===== src/rtl/elm_pkg.sv =====
// Shared types and constants for the ELM hidden-layer datapath.
package elm_pkg;

   localparam int DATA_W = 16;
   localparam int FRAC_W = 8;
   localparam int ACC_W  = 32;
   localparam int LEN_W  = 10;

   localparam logic signed [ACC_W-1:0] ACC_MAX = {1'b0, {(ACC_W-1){1'b1}}};
   localparam logic signed [ACC_W-1:0] ACC_MIN = {1'b1, {(ACC_W-1){1'b0}}};

   typedef enum logic [2:0] {
      ST_IDLE,
      ST_CLEAR,
      ST_RUN,
      ST_DRAIN,
      ST_DONE
   } state_t;

endpackage


===== src/rtl/elm_fxp_mul.sv =====
// Registered signed fixed-point multiply; the product is rescaled to the
// accumulator's format and tagged with a one-stage valid bit.
module elm_fxp_mul
   import elm_pkg::*;
#(
   parameter int DATA_W = elm_pkg::DATA_W,
   parameter int FRAC_W = elm_pkg::FRAC_W,
   parameter int ACC_W  = elm_pkg::ACC_W
) (
   input  logic                     clk,
   input  logic                     rst,
   input  logic                     i_valid,
   input  logic signed [DATA_W-1:0] i_x,
   input  logic signed [DATA_W-1:0] i_w,
   output logic signed [ACC_W-1:0]  o_prod,
   output logic                     o_valid
);

   logic signed [2*DATA_W-1:0] w_full;
   logic signed [2*DATA_W-1:0] w_shift;
   logic signed [ACC_W-1:0]    r_prod;
   logic                       r_valid;

   // Arithmetic shift floors toward minus infinity; the size cast sign-extends or truncates.
   assign w_full  = i_x * i_w;
   assign w_shift = w_full >>> FRAC_W;

   always_ff @(posedge clk) begin
      if (rst) begin
         r_prod  <= '0;
         r_valid <= 1'b0;
      end else begin
         r_valid <= i_valid;
         if (i_valid) begin
            r_prod <= ACC_W'(w_shift);
         end
      end
   end

   assign o_prod  = r_prod;
   assign o_valid = r_valid;

endmodule


===== src/rtl/elm_mac_sequencer.sv =====
// Feeds the ELM hidden-layer accumulator: clears it, streams len scaled
// products into it with saturation, and pulses done when the sum is final.
module elm_mac_sequencer
   import elm_pkg::*;
#(
   parameter int DATA_W = elm_pkg::DATA_W,
   parameter int FRAC_W = elm_pkg::FRAC_W,
   parameter int ACC_W  = elm_pkg::ACC_W,
   parameter int LEN_W  = elm_pkg::LEN_W
) (
   input  logic                     clk,
   input  logic                     rst,
   input  logic                     start,
   input  logic [LEN_W-1:0]         len,
   output logic                     busy,
   input  logic                     in_valid,
   output logic                     in_ready,
   input  logic signed [DATA_W-1:0] x_in,
   input  logic signed [DATA_W-1:0] w_in,
   input  logic [ACC_W-1:0]         acc_q,
   output logic [ACC_W-1:0]         acc_d,
   output logic                     acc_load,
   output logic                     acc_clr,
   output logic                     done,
   output logic                     sat
);

   localparam logic [ACC_W-1:0] L_ACC_MAX = {1'b0, {(ACC_W-1){1'b1}}};
   localparam logic [ACC_W-1:0] L_ACC_MIN = {1'b1, {(ACC_W-1){1'b0}}};

   state_t                  r_state;
   logic [LEN_W-1:0]        r_len;
   logic [LEN_W-1:0]        r_count;
   logic                    r_sat;
   logic                    w_accept;
   logic                    w_last;
   logic                    w_prod_v;
   logic                    w_ovf;
   logic signed [ACC_W-1:0] w_prod;
   logic [ACC_W:0]          w_sum;

   assign in_ready = (r_state == ST_RUN) && (r_count < r_len);
   assign w_accept = in_valid && in_ready;
   assign w_last   = (r_count == r_len - LEN_W'(1));

   elm_fxp_mul #(
      .DATA_W (DATA_W),
      .FRAC_W (FRAC_W),
      .ACC_W  (ACC_W)
   ) u_mul (
      .clk     (clk),
      .rst     (rst),
      .i_valid (w_accept),
      .i_x     (x_in),
      .i_w     (w_in),
      .o_prod  (w_prod),
      .o_valid (w_prod_v)
   );

   always_ff @(posedge clk) begin
      if (rst) begin
         r_state <= ST_IDLE;
         r_len   <= '0;
         r_count <= '0;
      end else begin
         case (r_state)
            ST_IDLE: begin
               if (start) begin
                  r_state <= ST_CLEAR;
                  r_len   <= len;
                  r_count <= '0;
               end
            end
            ST_CLEAR: r_state <= (r_len == '0) ? ST_DONE : ST_RUN;
            ST_RUN: begin
               if (w_accept) begin
                  r_count <= r_count + LEN_W'(1);
                  if (w_last) begin
                     r_state <= ST_DRAIN;
                  end
               end
            end
            ST_DRAIN: r_state <= ST_DONE;
            ST_DONE:  r_state <= ST_IDLE;
            default:  r_state <= ST_IDLE;
         endcase
      end
   end

   // The sticky flag belongs to one neuron, so only an accepted start wipes it.
   always_ff @(posedge clk) begin
      if (rst) begin
         r_sat <= 1'b0;
      end else if (r_state == ST_IDLE && start) begin
         r_sat <= 1'b0;
      end else if (w_prod_v && w_ovf) begin
         r_sat <= 1'b1;
      end
   end

   assign w_sum = {acc_q[ACC_W-1], acc_q} + {w_prod[ACC_W-1], w_prod};
   assign w_ovf = (w_sum[ACC_W] != w_sum[ACC_W-1]);

   always_comb begin
      acc_d = '0;
      if (w_prod_v) begin
         if (!w_ovf) begin
            acc_d = w_sum[ACC_W-1:0];
         end else if (w_sum[ACC_W]) begin
            acc_d = L_ACC_MIN;
         end else begin
            acc_d = L_ACC_MAX;
         end
      end
   end

   assign acc_load = w_prod_v;
   assign acc_clr  = (r_state == ST_CLEAR);
   assign busy     = (r_state != ST_IDLE);
   assign done     = (r_state == ST_DONE);
   assign sat      = r_sat;

endmodule

===== config.mk =====
export PLATFORM = sky130hd
export DESIGN_NAME = elm_mac_sequencer
export DESIGN_NICKNAME = d
export VERILOG_FILES = /design/src/rtl/elm_pkg.sv /design/src/rtl/elm_fxp_mul.sv /design/src/rtl/elm_mac_sequencer.sv
export SDC_FILE = /design/constraint.sdc
export NUM_CORES = 1
export LEC_CHECK = 0
export ABC_AREA = 1
export BUFFER_PORTS_ARGS = -buffer_cell sky130_fd_sc_hd__buf_2
export CAP_MARGIN = 20
export CORE_ASPECT_RATIO = 1.1
export CORE_MARGIN = 4
export CORE_UTILIZATION = 40
export CTS_CLUSTER_DIAMETER = 60
export DETAILED_ROUTE_END_ITERATION = 8
export GPL_TIMING_DRIVEN = 0
export HOLD_SLACK_MARGIN = 0.08
export PLACE_DENSITY_LB_ADDON = 0.25
export REMOVE_ABC_BUFFERS = 1
export SETUP_SLACK_MARGIN = 0.05
export SLEW_MARGIN = 40
export SYNTH_ARGS = -nofsm -noshare
export SYNTH_HDL_FRONTEND = slang
export SYNTH_SLANG_ARGS = --single-unit

===== constraint.sdc =====
create_clock -name clk -period 10.7 [get_ports clk]
set_clock_uncertainty 0.05 [all_clocks]
set_input_delay 1.07 -clock clk [delete_from_list [all_inputs] [get_ports clk]]
set_output_delay 1.07 -clock clk [all_outputs]
set_load 0.02 [all_outputs]

==> results of run 1 <==
## registers in the layout, summed over array words and instances (netlist names)
signal / count
r_count: 10
sat: 1
u_mul.o_prod: 24
r_state: 3
r_len: 10
u_mul.o_valid: 1
## worst max-delay path: cells and delay by family
family	cells	cell delay (ns)
adder cells (fa/ha/maj)	7	3.95
buffers and inverters	7	0.86
AND/OR/NAND/NOR	9	1.24
## cell type report
class	instances	area (um2)	share of cell area [%]
Multi-Input combinational cell	1465	11800	72.3
Clock inverter	2	13.8	0.0843
Tap cell	494	618	3.79
Clock buffer	6	129	0.789
Inverter	586	2200	13.5
Sequential cell	49	981	6.01
Timing Repair Buffer	115	576	3.52
## stage by stage
stage                     utilization, %  hold WS (ns)
after detailed placement            43.2         0.404
after CTS                           43.5         0.415
after global placement              43.1         0.400
final                               43.5         0.409
after global routing                43.5         0.448
after floorplan                        -         0.400
## per-layer routing
metal	vias up	routed length [um]	GRT usage [%]
li1	6502	-	-
met1	6370	17500	25.1
met2	292	19300	35.8
met3	38	1560	1.53
met4	0	576	3.61
met5	-	0	0
## layout by cell type (no fill, tap or decap), drive strengths merged, types with 6 or more instances in the layout
cell type,instances
inv,586
nand2,510
fa,262
nor2,160
ha,123
buf,115
a21oi,95
o21ai,86
nand3,73
dfxtp,49
xor2,37
nand4,21
nor3,19
xnor2,18
o21bai,12
or2,7
a31oi,6
clkbuf,6
## logic make-up after synthesis
group / count (synthesis)
simple gates: 804
buf+inv: 661
fa+ha+maj: 385
compound gates: 218
xor+xnor: 58
flops: 49
## how the worst max path moves through the flow
stage / start / slack [ns] / end / depth (start not counted)
3_3_place_gp: w_in[1] / 3.46 / u_mul.o_prod[23]$_SDFFE_PP0P_ / 23
6_report: w_in[1] / 3.69 / u_mul.o_prod[23]$_SDFFE_PP0P_ / 23
2_1_floorplan: x_in[15] / 4.56 / u_mul.o_prod[23]$_SDFFE_PP0P_ / 22
4_1_cts: w_in[1] / 3.73 / u_mul.o_prod[23]$_SDFFE_PP0P_ / 23
3_5_place_dp: w_in[1] / 3.44 / u_mul.o_prod[23]$_SDFFE_PP0P_ / 23
5_1_grt: w_in[1] / 3.30 / u_mul.o_prod[23]$_SDFFE_PP0P_ / 23
## synth_stat cells, drive strengths merged, types with 2 or more instances
cell type / number / share of area (%)
o21ai: 86 / 2.8
xor2: 37 / 2.1
o2111ai: 2 / 0.11
nand2: 510 / 13
ha: 123 / 10
nand3b: 3 / 0.15
nor3: 19 / 0.69
a21oi: 95 / 3.2
xnor3: 3 / 0.44
or2: 7 / 0.29
o21a: 2 / 0.098
nand4: 21 / 0.86
a31oi: 6 / 0.25
nand3: 73 / 2.4
o21bai: 12 / 0.59
clkbuf: 63 / 1.6
nor4: 4 / 0.16
and2: 4 / 0.16
a21o: 5 / 0.25
inv: 586 / 14
nor2: 160 / 4.0
xnor2: 18 / 1.0
buf: 12 / 0.51
fa: 262 / 34
dfxtp: 49 / 6.4
o211ai: 5 / 0.25
==> impl_metrics.json, run 1 <==
{
  "worstPathRequired_ns": 10.84,
  "postSynth.topFlopCell": "dfxtp_1",
  "fillers": 3952,
  "synth_area_um2": 15300,
  "finalSetupTns_ns": 0,
  "cpMaxStageDelayCell": "fa_1",
  "r2r_end": "u_mul.o_prod[13]$_SDFFE_PP0P_",
  "cts_buffer_depth": 2,
  "path_clk_slew_ns": 0.07,
  "nets": 2685,
  "yosys.area_share.adder_pct": 44.4,
  "grt.overflow.total": 0,
  "synth_compound_area_share_pct": 7.81,
  "cp.arrival_ns": 7.15,
  "drt_iter0_markers": 689,
  "numCtsBuffers": 5,
  "synth-simple-area-share_pct": 21.4,
  "maxSlewViolCount": 0,
  "place_area_um2": 16200,
  "wl_um": 39000,
  "outcome": "completed",
  "clock-root-buffer": "clkbuf_16",
  "antenna_found_initial": 0,
  "grt_pass1_vias": 14000,
  "slowest_delay_ns": 0.99,
  "worstReg2RegStart": "r_len[7]$_SDFFE_PP0P_",
  "drc": 0,
  "fin_area_um2": 16300,
  "synth_top_family_by_area": "adder cells",
  "startpoint_type": "primary input",
  "max-slew-margin-rel_pct": 49.7,
  "avgRoutedWirePerCell_um": 14.3,
  "synth_edf_count": 0,
  "async_flop_share_pct": 0,
  "ys_ff_latch": 49,
  "cts_hold_buf": 0,
  "worst_slack_ns": 3.69,
  "crit_chain": "buf_2, nand2_1, inv_1, fa_1, fa_1, inv_1, fa_1, fa_1, fa_1, fa_1, inv_1, ha_1, nand2_1, nor2_1, inv_1, nor2_1, inv_1, nor3_1, nand2_1, nand3_1, nand3_1, nand2_1, inv_1",
  "post_cts_buffers": 0,
  "clock_latency_ns": 0.29,
  "cts_tree": "done",
  "rsz0062_at_grt": "no",
  "grt_usage_pct": 19.3,
  "die_height_um": 213,
  "fin_crit_ns": 7.01,
  "holdPathStages": 2,
  "synth_mux_area_share_pct": 0,
  "synth_xor_area_share_pct": 3.59,
  "gp_congestion": 0.950,
  "hold_start": "sat$_SDFFE_PP0P_",
  "crit_path_end_kind": "flop",
  "worstSetupPathType": "in -> reg",
  "grt_max_degree": 47,
  "place_hpwl_um": 33600,
  "num_rows": 74,
  "maxCapViolCount": 0,
  "yosysSeqAreaShare_pct": 6.41,
  "grt_pass1_wl_um": 67100,
  "hold_viol_final": 0,
  "ff2ff_path_depth": 12,
  "reg2reg_slack_ns": 7.64,
  "die_w_um": 194,
  "initial_core_util_pct": 40.8,
  "ys_warn_count": 0,
  "die_area_um2": 41400,
  "h-tree-depth": 2,
  "port-buffer-count": 115,
  "cts_resized": 0,
  "syn_to_final_growth_pct": 6.75,
  "dpl.cell_count": 2709,
  "dr.pass1.iters": 5,
  "layout.cells.non_filler": 2717,
  "cp_max_fo": 16,
  "hp-class": "reg -> reg",
  "worst_pin_slew_ns": 0.750,
  "clock_sink_count": 49,
  "fin_crit_sh_pct": 65.5,
  "io_pins": 116,
  "drive_above_1_share_pct": 6.75,
  "fmax_mhz": 143,
  "setup_viol": 0,
  "core_um2": 37500,
  "yosysUniqueCellTypes": 45,
  "synthCells": 2175,
  "antennaDiodeCount": 0,
  "holdPathEnd": "sat$_SDFFE_PP0P_",
  "ant_nets": 0,
  "pre_cts_ws_ns": 3.44,
  "vias": 13200,
  "syn_avg_cell_area_um2": 7.03,
  "via_per_inst": 4.86
}
Power of run 1 is left out: the tool's default activity adds up to more than one toggle a clock period on the data nets, which glitch-free logic cannot reach.
==> run 2: changes to the inputs <==
==> constraint.sdc (replaced) <==
create_clock -name clk -period 6.1 [get_ports clk]
set_clock_uncertainty 0.05 [all_clocks]
set_input_delay 0.61 -clock clk [delete_from_list [all_inputs] [get_ports clk]]
set_output_delay 0.61 -clock clk [all_outputs]
set_load 0.02 [all_outputs]
==> run 2 against run 1 <==
Global-route usage hardly changed. Critical path depth stayed put. Count of clock-buffer cells in the layout stayed put. Cell count is 0.18% higher. Core utilization is 0.36 points higher. Die area stayed put. Non-clock buffer count is 5 higher. Worst setup slack worse by 3.4 ns. Highest routed layer unchanged. Flip-flop and latch count stayed put. Register-to-register slack worse by 4.6 ns. Sequential share of layout area hardly changed. First-iteration DRC count is 8.0% lower. Critical endpoint is now u_mul.o_prod[11]$_SDFFE_PP0P_.
==> impl_metrics.json, run 2 (synthesis gave the netlist of run 1 again) <==
{
  "worst_slack_ns": 0.276,
  "grt_pass1_wl_um": 67100,
  "io_pins": 116,
  "largest_reg_flops": 24,
  "antenna_found_initial": 0,
  "max-slew-margin-rel_pct": 49.3,
  "antennaDiodeCount": 0,
  "startpoint_type": "primary input",
  "hold_viol_final": 0,
  "clock-root-buffer": "clkbuf_16",
  "fin_crit_ns": 5.82,
  "drc": 0,
  "worstSetupPathType": "in -> reg",
  "numCtsBuffers": 5,
  "vias": 13300,
  "setup_viol": 0,
  "reg2reg_slack_ns": 3.03,
  "cp_max_fo": 16,
  "avgRoutedWirePerCell_um": 14.4,
  "syn_to_final_growth_pct": 7.63,
  "grt.overflow.total": 0,
  "hp-class": "reg -> reg",
  "grt_max_degree": 47,
  "ant_nets": 0,
  "worst_pin_slew_ns": 0.755,
  "place_hpwl_um": 33600,
  "outcome": "completed",
  "wl_um": 39100,
  "pre_cts_ws_ns": -0.702,
  "core_um2": 37500,
  "drive_above_1_share_pct": 7.41,
  "maxSlewViolCount": 0,
  "cp.arrival_ns": 5.95,
  "path_clk_slew_ns": 0.07,
  "grt_pass1_vias": 14000,
  "initial_core_util_pct": 40.8,
  "rsz0062_at_grt": "yes",
  "via_per_inst": 4.87,
  "worstPathRequired_ns": 6.22,
  "grt_usage_pct": 19.3,
  "h-tree-depth": 2,
  "num_rows": 74,
  "fmax_mhz": 172,
  "fin_crit_sh_pct": 95.5,
  "die_height_um": 213,
  "crit_path_end_kind": "flop",
  "port-buffer-count": 115,
  "maxCapViolCount": 0,
  "nets": 2690,
  "dr.pass1.iters": 5,
  "die_area_um2": 41400,
  "clock_latency_ns": 0.29,
  "clock_sink_count": 49,
  "cts_tree": "done",
  "drt_iter0_markers": 634,
  "die_w_um": 194,
  "final_cell_mix": "inv_1 (576), nand2_1 (503), fa_1 (258), nor2_1 (157), ha_1 (121)",
  "final_common_cell": "inv_1",
  "cts_buffer_depth": 2,
  "gp_congestion": 0.950
}
-- run 2: cell type report --
cell class,count,area [um2]
Fill cell,3936,21000
Multi-Input combinational cell,1465,11800
Inverter,586,2200
Sequential cell,49,981
Timing Repair Buffer,120,684
Tap cell,494,618
Clock buffer,6,129
Clock inverter,2,13.8
-- run 2: worst max-delay path, stage by stage --
cell      delay (ns)
clkbuf_4        0.24
nand2_1         0.11
fa_1            0.55
inv_1           0.05
fa_1            0.51
inv_1           0.06
fa_1            0.53
inv_1           0.05
fa_1            0.45
fa_1            0.50
inv_1           0.05
fa_1            0.47
inv_1           0.04
ha_1            0.30
inv_1           0.12
o21ai_0         0.13
a21oi_1         0.22
and2_1          0.26
nand2_1         0.14
a21oi_1         0.19
nor2_1          0.07
nor2_1          0.24
nor2_1          0.06
-- run 2: timing repair --
item / CTS / global route
gates resized for setup: 1 / 36
pin swaps: 1 / 1
buffers inserted: 1 / 4
endpoints found under the setup margin: 9 / 15
hold buffers: 0 / 0
-- run 2: worst paths after layout --
path / from / end / depth (start not counted)
setup / recovery: w_in[7] / u_mul.o_prod[11]$_SDFFE_PP0P_ / 23
hold / removal: sat$_SDFFE_PP0P_ / sat$_SDFFE_PP0P_ / 2
setup reg to reg: r_len[7]$_SDFFE_PP0P_ / u_mul.o_prod[13]$_SDFFE_PP0P_ / 12
hold reg to reg: sat$_SDFFE_PP0P_ / sat$_SDFFE_PP0P_ / 2
-- run 2: per-layer routing --
layer,GRT usage [%],vias to the layer above,part of all wire (%)
li1,-,6517,-
met1,25.1,6382,45
met2,35.8,314,49
met3,1.53,40,3.9
met4,3.61,0,1.6
met5,0,-,0
-- run 2: metrics by stage --
step	instance area (um2)	TNS, ns	util [%]	instances	hold slack, ns
floorplan	15000	0	-	2100	0.400
global placement	16200	-4.63	43.1	2709	0.400
detailed placement	16200	-5.27	43.2	2709	0.404
CTS	16300	0	43.6	2718	0.415
global route	16500	0	43.9	2722	0.448
finish	16500	0	43.9	2722	0.409
Power of run 2 is left out for the same reason.
==> run 3: changes to the inputs <==
--- a/config.mk
+++ b/config.mk
@@ -10,7 +10,7 @@
 export CAP_MARGIN = 20
 export CORE_ASPECT_RATIO = 1.1
 export CORE_MARGIN = 4
-export CORE_UTILIZATION = 40
+export CORE_UTILIZATION = 39
 export CTS_CLUSTER_DIAMETER = 60
 export DETAILED_ROUTE_END_ITERATION = 8
 export GPL_TIMING_DRIVEN = 0
==> run 3 against run 2 <==
Sequential share of layout area about the same. Flip-flop and latch count unchanged. Global-route usage down 0.55 points. Via count down 1.2%. Non-clock buffer count down 1. Count of clock-buffer cells in the layout unchanged. Worst setup slack better by 0.077 ns. Wire length down 0.44%. Die area up 2.5%. First-iteration DRC count up 8.7%. Core utilization down 1.2 points. Critical endpoint is now u_mul.o_prod[19]$_SDFFE_PP0P_. Highest routed layer unchanged.
==> impl_metrics.json, run 3 (synthesis gave the netlist of run 1 again) <==
{
  "numCtsBuffers": 5,
  "drive_above_1_share_pct": 7.36,
  "hold_viol_final": 0,
  "cp.arrival_ns": 5.88,
  "crit_chain": "buf_4, nand2_1, inv_1, fa_2, fa_2, buf_4, fa_1, fa_1, fa_1, inv_1, fa_1, inv_1, ha_2, nand2_1, nor2_1, inv_1, nor2_1, nand4_1, nand3_1, nand2_1, nor2_1, nor2_1",
  "holdPathEnd": "sat$_SDFFE_PP0P_",
  "outcome": "completed",
  "maxSlewViolCount": 0,
  "pre_cts_ws_ns": -0.721,
  "cts_hold_buf": 0,
  "hp-class": "reg -> reg",
  "r2r_end": "u_mul.o_prod[13]$_SDFFE_PP0P_",
  "ant_nets": 0,
  "clock-root-buffer": "clkbuf_16",
  "nets": 2689,
  "whs_ns": 0.416,
  "rsz0062_at_grt": "yes",
  "grt.overflow.total": 0,
  "holdPathStages": 2,
  "gp_congestion": 0.960,
  "drt_iter0_markers": 689,
  "final_common_cell": "inv_1",
  "clock_latency_ns": 0.29,
  "cp_max_fo": 16,
  "worstPathRequired_ns": 6.23,
  "max-slew-margin-rel_pct": 50.6,
  "fin_crit_ns": 5.75,
  "largest_reg_flops": 24,
  "crit_buf_inv": 6,
  "cts_buffer_depth": 2,
  "cpMaxStageDelayCell": "fa_2",
  "hold_start": "sat$_SDFFE_PP0P_",
  "syn_to_final_growth_pct": 7.48,
  "avgRoutedWirePerCell_um": 14.3,
  "fin_crit_sh_pct": 94.2,
  "maxCapViolCount": 0,
  "antennaDiodeCount": 0,
  "core_um2": 38500,
  "worstReg2RegStart": "r_len[8]$_SDFFE_PP0P_",
  "grt_pass1_wl_um": 66700,
  "grt_pass1_vias": 14000,
  "h-tree-depth": 2,
  "port-buffer-count": 115,
  "vias": 13100,
  "ff2ff_path_depth": 12,
  "worst_slack_ns": 0.353,
  "die_area_um2": 42500,
  "grt_usage_pct": 18.8,
  "path_clk_slew_ns": 0.07,
  "drc": 0,
  "antenna_found_initial": 0,
  "reg2reg_slack_ns": 3.05,
  "fin_util_pct": 42.7,
  "final_cell_mix": "inv_1 (576), nand2_1 (504), fa_1 (258), nor2_1 (158), ha_1 (121)",
  "crit_family": "adder cells",
  "initial_core_util_pct": 39.8,
  "worstSetupPathType": "in -> reg",
  "die_height_um": 216,
  "setup_viol": 0,
  "worst_pin_slew_ns": 0.736,
  "grt_max_degree": 47,
  "place_hpwl_um": 33700,
  "wl_um": 38900,
  "clock_sink_count": 49,
  "via_per_inst": 4.80,
  "die_w_um": 197,
  "num_rows": 75,
  "slowest_delay_ns": 0.59,
  "fmax_mhz": 174,
  "dr.pass1.iters": 5,
  "io_pins": 116,
  "crit_path_end_kind": "flop",
  "startpoint_type": "primary input",
  "cts_tree": "done"
}
==> run 3: what timing repair did <==
action	4_1_cts	5_1_grt
resized for setup	1	31
setup buffers	1	3
endpoints found under the hold margin	0	0
pin swaps	1	1
setup endpoints to repair	9	16
==> run 3: stage by stage <==
| stage | setup TNS [ns] | instance area, um2 | std cells |
|---|---|---|---|
| after global routing | 0 | 16400 | 2727 |
| after floorplan | 0 | 15000 | 2100 |
| after detailed placement | -5.25 | 16200 | 2715 |
| final | 0 | 16400 | 2727 |
| after global placement | -4.45 | 16200 | 2715 |
| after CTS | 0 | 16300 | 2724 |
==> run 3: final cells by class <==
type                            count  area [um2]
Timing Repair Buffer              119         652
Sequential cell                    49         981
Multi-Input combinational cell   1465       11800
Clock buffer                        6         129
Fill cell                        4065       22000
Inverter                          586        2200
Tap cell                          500         626
Clock inverter                      2        13.8
==> run 3: metal layers <==
| layer | vias to the layer above | share of wire (%) | GRT usage [%] |
|---|---|---|---|
| met5 | - | 0 | 0 |
| met4 | 0 | 1.6 | 3.56 |
| met3 | 47 | 3.5 | 1.28 |
| met2 | 236 | 49 | 33.8 |
| met1 | 6297 | 46 | 25.0 |
| li1 | 6520 | - | - |
==> run 3: tightest hold or removal path, stage by stage (launching register included) <==
cell and delay (ns):
dfxtp_1 0.31, inv_1 0.06, a21oi_2 0.05
==> run 3: how the worst max path moves through the flow <==
stage / slack [ns] / startpoint / depth (start not counted) / endpoint
6_report: 0.35 / x_in[15] / 22 / u_mul.o_prod[19]$_SDFFE_PP0P_
5_1_grt: 0.02 / x_in[7] / 25 / u_mul.o_prod[14]$_SDFFE_PP0P_
4_1_cts: 0.07 / w_in[1] / 22 / u_mul.o_prod[23]$_SDFFE_PP0P_
3_5_place_dp: -0.72 / w_in[1] / 22 / u_mul.o_prod[23]$_SDFFE_PP0P_
3_3_place_gp: -0.63 / w_in[1] / 22 / u_mul.o_prod[23]$_SDFFE_PP0P_
2_1_floorplan: 0.42 / x_in[15] / 22 / u_mul.o_prod[23]$_SDFFE_PP0P_
Power of run 3 is left out for the same reason.
